**config.mk**
```make
export PLATFORM = sky130hd
export DESIGN_NAME = imm_encoder_flat
export DESIGN_NICKNAME = d
export VERILOG_FILES = /design/src/rtl/imm_encoder_pkg.sv /design/src/rtl/imm_encoder_if.sv /design/src/rtl/imm_encoder_range_chk.sv /design/src/rtl/imm_encoder.sv /design/src/flat_wrapper.sv
export SDC_FILE = /design/constraint.sdc
export NUM_CORES = 1
export LEC_CHECK = 0
export CAP_MARGIN = 40
export CORE_UTILIZATION = 64
export CTS_BUF_LIST = sky130_fd_sc_hd__clkbuf_16
export DETAILED_ROUTE_END_ITERATION = 12
export DONT_BUFFER_PORTS = 1
export PLACE_DENSITY = 0.86
export SLEW_MARGIN = 10
export SYNTH_ARGS = -nofsm -noshare
export SYNTH_HDL_FRONTEND = slang
export SYNTH_HIERARCHICAL = 1
export SYNTH_SLANG_ARGS = --single-unit
```
**constraint.sdc**
```tcl
create_clock -name clk -period 2.02 [get_ports clk]
set_clock_uncertainty 0.05 [all_clocks]
set_input_delay 0.202 -clock clk [delete_from_list [all_inputs] [get_ports clk]]
set_output_delay 0.202 -clock clk [all_outputs]
set_load 0.03 [all_outputs]
```
**src/rtl/imm_encoder_pkg.sv**
```systemverilog
// Shared types for the RV64I immediate encoder: op/format enums, opcode and
// funct3 constants, and the op-to-format mapping.
package imm_enc_pkg;

  typedef enum logic [2:0] {
    OP_ADDI = 3'd0,
    OP_LD   = 3'd1,
    OP_SD   = 3'd2,
    OP_BEQ  = 3'd3,
    OP_BNE  = 3'd4,
    OP_LUI  = 3'd5,
    OP_JAL  = 3'd6,
    OP_RSV  = 3'd7
  } op_e;

  typedef enum logic [2:0] {
    FMT_I = 3'd0,
    FMT_S = 3'd1,
    FMT_B = 3'd2,
    FMT_U = 3'd3,
    FMT_J = 3'd4
  } fmt_e;

  localparam logic [6:0] OPC_OPIMM  = 7'b0010011;
  localparam logic [6:0] OPC_LOAD   = 7'b0000011;
  localparam logic [6:0] OPC_STORE  = 7'b0100011;
  localparam logic [6:0] OPC_BRANCH = 7'b1100011;
  localparam logic [6:0] OPC_LUI    = 7'b0110111;
  localparam logic [6:0] OPC_JAL    = 7'b1101111;

  localparam logic [2:0] F3_ADDI = 3'b000;
  localparam logic [2:0] F3_LD   = 3'b011;
  localparam logic [2:0] F3_SD   = 3'b011;
  localparam logic [2:0] F3_BEQ  = 3'b000;
  localparam logic [2:0] F3_BNE  = 3'b001;

  // The reserved op maps to I only so the selection logic has a defined path;
  // its word is forced to zero downstream.
  function automatic fmt_e op_to_fmt(input op_e op);
    fmt_e fmt;
    case (op)
      OP_SD:          fmt = FMT_S;
      OP_BEQ, OP_BNE: fmt = FMT_B;
      OP_LUI:         fmt = FMT_U;
      OP_JAL:         fmt = FMT_J;
      default:        fmt = FMT_I;
    endcase
    return fmt;
  endfunction

endpackage

```
**src/rtl/imm_encoder_if.sv**
```systemverilog
// Request/response bundle for imm_encoder; master drives requests and
// out_ready, slave is the encoder.
interface imm_encoder_if #(
  parameter int XLEN  = 64,
  parameter int REG_W = 5
);

  logic             in_valid;
  logic             in_ready;
  logic [2:0]       in_op;
  logic [REG_W-1:0] in_rd;
  logic [REG_W-1:0] in_rs1;
  logic [REG_W-1:0] in_rs2;
  logic [XLEN-1:0]  in_imm;
  logic             out_valid;
  logic             out_ready;
  logic [31:0]      out_instr;
  logic             out_err;

  modport master (
    output in_valid, in_op, in_rd, in_rs1, in_rs2, in_imm, out_ready,
    input  in_ready, out_valid, out_instr, out_err
  );

  modport slave (
    input  in_valid, in_op, in_rd, in_rs1, in_rs2, in_imm, out_ready,
    output in_ready, out_valid, out_instr, out_err
  );

endinterface

```
**src/rtl/imm_encoder_range_chk.sv**
```systemverilog
// Combinational check that an immediate is exactly representable in the
// selected instruction format (range, alignment and U-type low bits).
module imm_range_chk
  import imm_enc_pkg::*;
#(
  parameter int XLEN = 64
) (
  input  fmt_e            fmt_i,
  input  logic [XLEN-1:0] imm_i,
  output logic            err_o
);

  logic fitsI;
  logic fitsB;
  logic fitsJ;
  logic fitsU;

  // A signed value fits in N bits when every bit from N-1 upward matches.
  assign fitsI = (&imm_i[XLEN-1:11]) | ~(|imm_i[XLEN-1:11]);
  assign fitsB = (&imm_i[XLEN-1:12]) | ~(|imm_i[XLEN-1:12]);
  assign fitsJ = (&imm_i[XLEN-1:20]) | ~(|imm_i[XLEN-1:20]);
  assign fitsU = (imm_i[11:0] == 12'd0) &&
                 ((&imm_i[XLEN-1:31]) | ~(|imm_i[XLEN-1:31]));

  always_comb begin
    err_o = 1'b0;
    case (fmt_i)
      FMT_I, FMT_S: err_o = !fitsI;
      FMT_B:        err_o = !fitsB || imm_i[0];
      FMT_J:        err_o = !fitsJ || imm_i[0];
      FMT_U:        err_o = !fitsU;
      default:      err_o = 1'b0;
    endcase
  end

endmodule

```
**src/rtl/imm_encoder.sv**
```systemverilog
// Two-stage valid/ready encoder packing op, registers and immediate into an
// RV64I word. Define IMM_ENC_RANGE_CHECK_EN to flag unrepresentable immediates.
module imm_encoder
  import imm_enc_pkg::*;
#(
  parameter int XLEN  = 64,
  parameter int REG_W = 5
) (
  input logic          clk,
  input logic          reset_n,
  imm_encoder_if.slave bus
);

  op_e              inOp;
  fmt_e             inFmt;
  logic [19:0]      immSel;
  logic             rangeErr;
  logic             inAccept;
  logic             s2Load;

  logic             s1Valid_q, s1Valid_d;
  op_e              s1Op_q;
  logic [REG_W-1:0] s1Rd_q, s1Rs1_q, s1Rs2_q;
  logic [19:0]      s1Imm_q;
  logic             s1Err_q, s1Err_d;

  logic             outValid_q, outValid_d;
  logic [31:0]      outInstr_q, instrD;
  logic             outErr_q;

  assign inOp  = op_e'(bus.in_op);
  assign inFmt = op_to_fmt(inOp);

  // Only the bits each format actually encodes are carried into stage 1.
  always_comb begin
    immSel = '0;
    case (inFmt)
      FMT_I, FMT_S: immSel = {8'd0, bus.in_imm[11:0]};
      FMT_B:        immSel = {8'd0, bus.in_imm[12:1]};
      FMT_U:        immSel = bus.in_imm[31:12];
      FMT_J:        immSel = bus.in_imm[20:1];
      default:      immSel = '0;
    endcase
  end

`ifdef IMM_ENC_RANGE_CHECK_EN
  imm_range_chk #(.XLEN(XLEN)) u_range_chk (
    .fmt_i (inFmt),
    .imm_i (bus.in_imm),
    .err_o (rangeErr)
  );
`else
  assign rangeErr = 1'b0;
`endif

  assign s1Err_d = (inOp == OP_RSV) || rangeErr;

  // Stage 1 may refill in the same cycle its contents move into stage 2.
  assign s2Load       = s1Valid_q && (!outValid_q || bus.out_ready);
  assign bus.in_ready = !s1Valid_q || !outValid_q || bus.out_ready;
  assign inAccept     = bus.in_valid && bus.in_ready;
  assign s1Valid_d    = inAccept ? 1'b1 : (s2Load ? 1'b0 : s1Valid_q);

  always_ff @(posedge clk or negedge reset_n) begin
    if (!reset_n) begin
      s1Valid_q <= 1'b0;
      s1Op_q    <= OP_ADDI;
      s1Rd_q    <= '0;
      s1Rs1_q   <= '0;
      s1Rs2_q   <= '0;
      s1Imm_q   <= '0;
      s1Err_q   <= 1'b0;
    end else begin
      s1Valid_q <= s1Valid_d;
      if (inAccept) begin
        s1Op_q  <= inOp;
        s1Rd_q  <= bus.in_rd;
        s1Rs1_q <= bus.in_rs1;
        s1Rs2_q <= bus.in_rs2;
        s1Imm_q <= immSel;
        s1Err_q <= s1Err_d;
      end
    end
  end

  // Unused register fields fall out as zero because they are simply not placed.
  always_comb begin
    instrD = '0;
    case (s1Op_q)
      OP_ADDI: instrD = {s1Imm_q[11:0], s1Rs1_q, F3_ADDI, s1Rd_q, OPC_OPIMM};
      OP_LD:   instrD = {s1Imm_q[11:0], s1Rs1_q, F3_LD, s1Rd_q, OPC_LOAD};
      OP_SD:   instrD = {s1Imm_q[11:5], s1Rs2_q, s1Rs1_q, F3_SD,
                         s1Imm_q[4:0], OPC_STORE};
      OP_BEQ:  instrD = {s1Imm_q[11], s1Imm_q[9:4], s1Rs2_q, s1Rs1_q, F3_BEQ,
                         s1Imm_q[3:0], s1Imm_q[10], OPC_BRANCH};
      OP_BNE:  instrD = {s1Imm_q[11], s1Imm_q[9:4], s1Rs2_q, s1Rs1_q, F3_BNE,
                         s1Imm_q[3:0], s1Imm_q[10], OPC_BRANCH};
      OP_LUI:  instrD = {s1Imm_q, s1Rd_q, OPC_LUI};
      OP_JAL:  instrD = {s1Imm_q[19], s1Imm_q[9:0], s1Imm_q[10], s1Imm_q[18:11],
                         s1Rd_q, OPC_JAL};
      default: instrD = '0;
    endcase
  end

  assign outValid_d = s2Load ? 1'b1 : (bus.out_ready ? 1'b0 : outValid_q);

  always_ff @(posedge clk or negedge reset_n) begin
    if (!reset_n) begin
      outValid_q <= 1'b0;
      outInstr_q <= '0;
      outErr_q   <= 1'b0;
    end else begin
      outValid_q <= outValid_d;
      if (s2Load) begin
        outInstr_q <= instrD;
        outErr_q   <= s1Err_q;
      end
    end
  end

  assign bus.out_valid = outValid_q;
  assign bus.out_instr = outInstr_q;
  assign bus.out_err   = outErr_q;

endmodule

```
**src/flat_wrapper.sv**
```systemverilog
// flat-port wrapper written by rule: the top's interface ports become plain ports
module imm_encoder_flat import imm_enc_pkg::*;
#(
  parameter int XLEN  = 64,
  parameter int REG_W = 5
)
  (clk, reset_n, bus_in_valid, bus_in_op, bus_in_rd, bus_in_rs1, bus_in_rs2, bus_in_imm, bus_out_ready, bus_in_ready, bus_out_valid, bus_out_instr, bus_out_err);
  imm_encoder_if #(.XLEN(XLEN), .REG_W(REG_W)) bus_i ();
  input logic clk;
  input logic reset_n;
  input wire logic [$bits(bus_i.in_valid)-1:0] bus_in_valid;
  input wire logic [$bits(bus_i.in_op)-1:0] bus_in_op;
  input wire logic [$bits(bus_i.in_rd)-1:0] bus_in_rd;
  input wire logic [$bits(bus_i.in_rs1)-1:0] bus_in_rs1;
  input wire logic [$bits(bus_i.in_rs2)-1:0] bus_in_rs2;
  input wire logic [$bits(bus_i.in_imm)-1:0] bus_in_imm;
  input wire logic [$bits(bus_i.out_ready)-1:0] bus_out_ready;
  output wire logic [$bits(bus_i.in_ready)-1:0] bus_in_ready;
  output wire logic [$bits(bus_i.out_valid)-1:0] bus_out_valid;
  output wire logic [$bits(bus_i.out_instr)-1:0] bus_out_instr;
  output wire logic [$bits(bus_i.out_err)-1:0] bus_out_err;
  assign bus_i.in_valid = bus_in_valid;
  assign bus_i.in_op = bus_in_op;
  assign bus_i.in_rd = bus_in_rd;
  assign bus_i.in_rs1 = bus_in_rs1;
  assign bus_i.in_rs2 = bus_in_rs2;
  assign bus_i.in_imm = bus_in_imm;
  assign bus_i.out_ready = bus_out_ready;
  assign bus_in_ready = bus_i.in_ready;
  assign bus_out_valid = bus_i.out_valid;
  assign bus_out_instr = bus_i.out_instr;
  assign bus_out_err = bus_i.out_err;
  imm_encoder #(.XLEN(XLEN), .REG_W(REG_W)) u_core (.clk(clk), .reset_n(reset_n), .bus(bus_i));
endmodule
```
* Word-level counts from Yosys, hierarchy flattened
Cells that the tools add are included.
Word-level totals: flip-flop bits (word level) 74, logic and storage cells 46, input bits 86, output and inout bits 35
Operators by class: mux-type cells 7, eq/ne operators 16, reductions and logical operators 13
Operator list (number):
- 32-bit case mux with 7 select lines | 1
- 20-bit case mux with 4 select lines | 1
- 3-bit equality test (second input constant) | 8
- 3-bit by 2-bit equality test with 1-bit output (second input constant) | 6
- 3-bit case mux with 4 select lines | 1
- 3-bit by 1-bit equality test with 1-bit output (second input constant) | 2
- 3-bit zero test | 2
- 1-bit 2-to-1 mux | 4
- 2-bit nonzero test | 2
- 2-bit OR reduction | 2
- 1-bit logical OR | 3
- 1-bit logical AND | 2
- 1-bit zero test | 2

* Longest topological paths before layout
Gate-level depths: netlist of the first run.
depth in word-level cells 6, mapped depth 6

* Least setup slack after synthesis of the first run
Ideal clock, no wire load.
kind register -> register, start point register u_core.outValid_q, in the netlist u_core/bus.out_valid, end point register u_core.s1Rd_q[4], data required time 1.845 ns, setup time 0.125 ns, path buffers 1, cell stages (with the launch flop) 5, data arrival time 1.720 ns, setup slack 0.125 ns, path through dfrtp_1 -> nand3b_1 -> nand2_1 -> buf_2 -> mux2_2
On the way: cells in the longest elaborated chain, start to end 4
RTL lines:
- from (decl) | line imm_encoder.sv:27 | logic outValid_q, outValid_d;
- from (signal assigned) | line imm_encoder.sv:113 | outValid_q <= outValid_d;
- 1-bit zero test | line imm_encoder.sv:60 | assign bus.in_ready = !s1Valid_q || !outValid_q || bus.out_ready;
- 1-bit logical OR (2 in a row) | line imm_encoder.sv:60
- via bus_in_ready | line flat_wrapper.sv:18 | output wire logic [$bits(bus_i.in_ready)-1:0] bus_in_ready;
- 1-bit logical AND | line imm_encoder.sv:61 | assign inAccept = bus.in_valid && bus.in_ready;
- to (signal assigned) | line imm_encoder.sv:77 | s1Rd_q <= bus.in_rd;
- to (decl) | line imm_encoder.sv:23 | logic [REG_W-1:0] s1Rd_q, s1Rs1_q, s1Rs2_q;
The timed path passes the listed nets, and every way through them passes these cells. A chain may end at the register's enable or synchronous reset.

* Worst setup path after layout of the first run
start point register u_core.s1Op_q[1], end point register u_core.outInstr_q[30], in the netlist u_core/bus.out_instr[30]
On the way: cells in the longest elaborated chain, start to end 2, elaborated cells between the ends (all ways) 8, those cells by class eq/ne (6); mux (1); reduce/logical (1)
RTL lines:
- from (decl) | line imm_encoder.sv:22 | op_e s1Op_q;
- from (signal assigned) | line imm_encoder.sv:76 | s1Op_q <= inOp;
- 3-bit equality test, or another cell as far along | line imm_encoder.sv:89 | case (s1Op_q)
- 32-bit case mux with 7 select lines (*) | line imm_encoder.sv:89
- to (signal assigned) | line imm_encoder.sv:115 | outInstr_q <= instrD;
- to (decl) | line imm_encoder.sv:28 | logic [31:0] outInstr_q, instrD;
Every way passes the cells marked *; elsewhere a longest branch is shown, timed or not.

==> results of run 1 <==
[registers in the layout (all words and copies together), names as in the netlist]
register / flops
u_core/bus.out_err: 1
u_core/bus.out_instr: 31
u_core/bus.out_valid: 1
u_core/s1Err_q: 1
u_core/s1Imm_q: 20
u_core/s1Op_q: 3
u_core/s1Rd_q: 5
u_core/s1Rs1_q: 5
u_core/s1Rs2_q: 5
u_core/s1Valid_q: 1
[cell usage after synthesis, types with 2 or more instances]
master | number | area [sq um]
dfrtp_1 | 73 | 1830
nand2_1 | 43 | 161
a21oi_1 | 39 | 195
nor2_1 | 25 | 93.8
a22oi_1 | 24 | 180
o21ai_1 | 23 | 115
a22o_1 | 22 | 193
mux2_2 | 18 | 203
o21ai_0 | 17 | 85.1
clkbuf_1 | 16 | 60.1
inv_1 | 15 | 56.3
nor2b_1 | 14 | 87.6
buf_2 | 13 | 65.1
mux2i_1 | 11 | 110
o32ai_1 | 11 | 96.3
a211oi_1 | 7 | 52.6
and3_1 | 6 | 37.5
a222oi_1 | 5 | 50.1
nand2b_1 | 5 | 31.3
mux2_1 | 4 | 45.0
nor3b_1 | 4 | 30.0
buf_4 | 3 | 22.5
buf_6 | 3 | 33.8
nor3_1 | 3 | 15.0
and2_1 | 2 | 12.5
nand3_1 | 2 | 10.0
[repair_timing]
action                                 4_1_cts  5_1_grt
endpoints found under the hold margin       93        0
hold buffers                                22        0
resized for setup                            0        0
[final cells by class]
cell class                      count  area [sq um]
Sequential cell                    73          1830
Clock inverter                      6          27.5
Multi-Input combinational cell    300          1940
Tap cell                           75          93.8
Inverter                           16          60.1
Clock buffer                        9           225
Fill cell                         402          1450
Timing Repair Buffer               37           363
[layout by cell type (no fill, tap or decap), types with 11 or more instances in the layout]
cell / instances
a22oi_1: 24
o32ai_1: 11
a21oi_1: 39
nand2_1: 42
mux2_2: 18
inv_1: 16
buf_4: 14
o21ai_0: 17
o21ai_1: 23
nor2b_1: 14
mux2i_1: 11
a22o_1: 22
dlygate4sd3_1: 21
nor2_1: 25
dfrtp_1: 73
[power by group through the flow]
stage          Sequential (uW)  Combinational [uW]  Clock, uW
2_1_floorplan             2260                 765          0
3_3_place_gp              2340                 836          0
3_5_place_dp              2360                 868          0
4_1_cts                   2330                 944       1360
5_1_grt                   2380                1060       1430
6_report                  2340                 961       1340
[metrics by stage]
step / total power [uW] / utilization [%] / area (sq um)
after floorplan: 3020 / - / 4010
after global placement: 3180 / 67.6 / 4050
after detailed placement: 3230 / 67.6 / 4050
after CTS: 4630 / 75.8 / 4540
after global routing: 4870 / 75.8 / 4540
final: 4640 / 75.8 / 4540
[logic make-up (layout without fill, tap and decap cells)]
group / count (synthesis) / after routing / share of synthesized area, %
muxes: 34 / 34 / 9.30
and+or+nand+nor: 108 / 108 / 12.8
buffers and inverters: 51 / 68 / 6.03
DFF: 73 / 73 / 45.6
AOI/OAI and AO/OA: 158 / 158 / 26.3
[worst paths after layout]
check                                            to               from  slack (ps)  cells past startpoint
max                        u_core/bus.out_instr[30]   u_core/s1Op_q[1]         180                      4
min                              u_core/s1Imm_q[19]     bus_in_imm[20]          50                      2
max reg2reg                u_core/bus.out_instr[30]   u_core/s1Op_q[1]         180                      4
min reg2reg                       u_core/s1Rs2_q[2]  u_core/s1Rs2_q[2]         460                      1
max in group asynchronous  u_core/bus.out_instr[26]            reset_n        1260                      2
min in group asynchronous   u_core/bus.out_instr[3]            reset_n         380                      2
[worst register-to-register path: cells and delay by family (launching register included)]
kind,cells,cell delay [ps]
simple gates,1,650
flops,1,520
compound gates,3,560
[layer usage]
layer  GRT usage [%]  wire [um]  vias to the layer above  share of wire (%)
met4            10.5        119                        0                1.2
met2            49.2       4460                      179                 47
met1            40.2       4140                     1621                 43
met5               0          0                        -                  0
met3            6.74        811                       11                8.5
li1                -          -                     1586                  -
==> run metrics, run 1 <==
nets 523; Area Growth Syn to Fin 13.2%; post-synth cell types 42; RSZ-0062 raised after global routing false; initial drt markers 353; #FFs+latches synth 73; CTS tree done; antenna violations before repair 0; Max IR drop VDD approximately 1.0 mV; setup ws final 177 ps; Avg Inst Size Synth 9.45 sq um; pwr dens 1020 nW/um^2; Worst EP arrival about 2100 ps; clk_lat worst skew roughly 320 ps; CORE AREA 5990 sq um; Comb pwr share 20.7%; number of diodes 0; Die X 81.1 um; DRT Wirelength 9.53 mm; placed insts approximately 480; Synth Flop Type dfrtp_1; routed len/inst between 15 and 20 um; IO Pins 121; internal power roughly 3000 uW; Max Buffers Root-to-Sink 2; Die Height 81.1 um; Top Family by Delay on Critical Path simple AND/OR/NAND/NOR gates; leakage power 0.00199 uW; Die ar. 6580 sq um; Residual DRC 0; number of buffers and inverters on the critical path 0; first-pass GRT wire length approximately 15 mm; Hold Fails Final Rpt 0; Crit. End Element register; crit-path cells and2b_1 -> a22oi_1 -> a21oi_1 -> a22o_1; initial core utilization 66.9%; vias per cell ~6.6; hold_ws between 40 and 50 ps; Total GRT Usage 30.4%; final critical-path share of the clock period 91.2%; Setup TNS 0 ps; drt pass-1 iters 5; HPWL after DPL 6.33 mm; status finished clean; switching share of power 35.6%; cell area after synthesis 4010 sq um; Final setup viols 0; pre-CTS setup slack 238 ps; number of global-route vias before repair approximately 3200; EDFF count, synth 0; clock group share of total power 28.9%; largest net degree at the start of global routing 74; Antenna Nets Post-Route 0; Mapped Nets 510; Slew HR 60.1%; yosys warns 6; share of layout cells above drive strength 1 12.0%; Max Cap Violations 0; clk slew on worst S/H paths 50 ps; total grt overflow 0; Clock Sinks 73; slowest stage delay, CP about 650 ps; Vias 3397; Seq/Total Area, Yosys 45.6%; total setup buffers inserted after CTS 0; fmax ~540 MHz; Port Buffers 0; worst hold path class in -> reg; TritonCTS Buffers 9; Final Max Slew Viols 0; worst path required time 2230 ps; slowest stage cell, crit path and2b_1; Post-Layout Cell Count 516; critical path class reg -> reg; crit start category register; Final GP Congestion 0.823; ys async rst share 100%; post-synthesis cell count 424; measured slew at the worst slew-check pin between 500 and 600 ps; Reg power frac 50.4%; FP Rows 28; CTS H-tree depth 3; CP max FO 19; Tmin final approximately 1800 ps; Psw 1650 uW; Root Buffer clkbuf_16
No activity file was read; power rests on OpenSTA's default activity.
==> run 2, diff against run 1 <==
- CTS_CLUSTER_DIAMETER: default -> 200
==> results of run 2 <==
Final layout, timing and power as in run 1 (identical DEF).
==> run 3, diff against run 2 <==
- HOLD_SLACK_MARGIN: default -> 0.06
- RECOVER_POWER: default -> 50
==> run 3 against run 2 <==
  * Via count grew 0.35%
  * Combinational power up 0.5%
  * Register-to-register slack barely moved
  * Wire length grew 1.2%
  * Critical endpoint is now u_core/bus.out_instr[7]
  * Clock power is essentially flat
  * Non-clock buffer count rose by 7
  * Sequential power barely moved
  * Clock-buffer cell count is the same
==> run metrics, run 3 (same netlist as run 1, synthesis figures left out) <==
Vias between 3000 and 4000; CTS H-tree depth 3; setup ws final roughly 160 ps; Root Buffer clkbuf_16; status finished clean; Die Height 81.1 um; antenna violations before repair 0; total grt overflow 0; TritonCTS Buffers 9; CORE AREA 5990 sq um; Setup TNS 0 ps; DRT Wirelength 9.64 mm; hold_ws 60.8 ps; Area Growth Syn to Fin 14.5%; Reg area between 1500 and 2000 sq um; Die X 81.1 um; Slew HR 37.5%; Max IR drop VDD roughly 0.97 mV; leakage power ~0.002 uW; first-pass GRT wire length 15.3 mm; clk_lat worst skew about 330 ps; Max Cap Violations 0; Clock Sinks between 70 and 80; worst hold path class in -> reg; R2R Path End u_core/bus.out_instr[7]; Layout fillers slightly below 400; max reg flops 31; pre-CTS setup slack between 200 and 250 ps; Crit. End Element register; area of the multi-input gates 1940 sq um; Die ar. 6580 sq um; Total GRT Usage 30.7%; HPWL after DPL 6.33 mm; FP Rows 28; Max Buffers Root-to-Sink 2; initial drt markers 338; worst r2r src u_core/s1Op_q[1]; share of layout cells above drive strength 1 11.8%; pwr dens slightly above 1000 nW/um^2; worst path required time 2160 ps; Final setup viols 0; Antenna Nets Post-Route 0; number of global-route vias before repair 3243; CP max FO 10; Residual DRC 0; Final Max Slew Viols 0; drt pass-1 iters 7; crit start category register; routed len/inst 18.4 um; R2R setup slack 160 ps; largest net degree at the start of global routing 74; commonest non-fill, non-tap cells in the layout dfrtp_1 (73), nand2_1 (42), a21oi_1 (39); IO Pins about 120; nets 530; Tmin final 1860 ps; number of buffers and inverters on the critical path 1; measured slew at the worst slew-check pin roughly 940 ps; crit-path cells buf_4 -> nand2_2 -> nor2_1 -> a222oi_1 -> a21oi_1; Top Family by Delay on Critical Path compound AO/OA/AOI/OAI gates; Final GP Congestion 0.823; Port Buffers 0; critical path class reg -> reg; Hold EP u_core/s1Imm_q[18]; hold depth 2; slowest stage cell, crit path dfrtp_1; Worst EP arrival 2000 ps; CTS tree done; slowest stage delay, CP 520 ps; number of diodes 0; vias per cell between 6 and 7; commonest non-fill, non-tap cell in the layout dfrtp_1; reg2reg path depth 5; initial core utilization 66.9%; final critical-path share of the clock period 91.8%; Hold Fails Final Rpt 0; clk slew on worst S/H paths 50 ps; HP Start bus_in_imm[19]; Design Power between 4000 and 5000 uW; fmax 539 MHz; RSZ-0062 raised after global routing false
run 3: layout make-up:
class	instances	area share (%)
inverters	16	1.31
multi-input cells	300	42.4
repair buffers	44	8.92
clock buffers	9	4.91
flip-flops and latches	73	39.8
clock inverters	6	0.600
well taps	75	2.05
run 3: worst register-to-register path, stage by stage, from the launching register on:
cell and delay (ps):
dfrtp_1 520, buf_4 230, nand2_2 170, nor2_1 150, a222oi_1 470, a21oi_1 130
run 3: worst max-delay path by stage:
stage	slack (ps)	startpoint	endpoint	depth (start not counted)
after floorplan	120	u_core/bus.out_valid	u_core/s1Rd_q[4]	4
after global placement	280	u_core/s1Op_q[2]	u_core/bus.out_instr[18]	4
after detailed placement	240	u_core/s1Op_q[2]	u_core/bus.out_instr[18]	4
after CTS	160	bus_in_op[2]	u_core/s1Imm_q[12]	6
after global routing	90	u_core/s1Op_q[2]	u_core/bus.out_instr[16]	4
final	160	u_core/s1Op_q[1]	u_core/bus.out_instr[7]	5
run 3: stage by stage:
step	std cells	instance area [sq um]	utilization, %
detailed placement	479	4050	67.6
finish	523	4590	76.6
CTS	523	4610	76.9
global placement	479	4050	67.6
floorplan	424	4010	-
global route	523	4590	76.6
run 3: power breakdown:
group,total [uW],internal (uW),switching (uW)
registers,2340,1730,606
logic,966,456,510
clock network,1340,804,537
run 3: repair_timing:
| item | CTS | global route |
|---|---|---|
| hold endpoints to repair | 98 | 0 |
| resized for setup | 0 | 1 |
| setup buffers | 0 | 0 |
| hold buffers | 29 | 0 |
| endpoints found under the setup margin | 0 | 1 |
run 3: metal layers:
| layer | up-vias | GRT usage, % | routed length [um] |
|---|---|---|---|
| li1 | 1595 | - | - |
| met1 | 1610 | 40.1 | 4100 |
| met2 | 194 | 50.3 | 4580 |
| met3 | 10 | 6.85 | 831 |
| met4 | 0 | 10.2 | 125 |
| met5 | - | 0 | 0 |
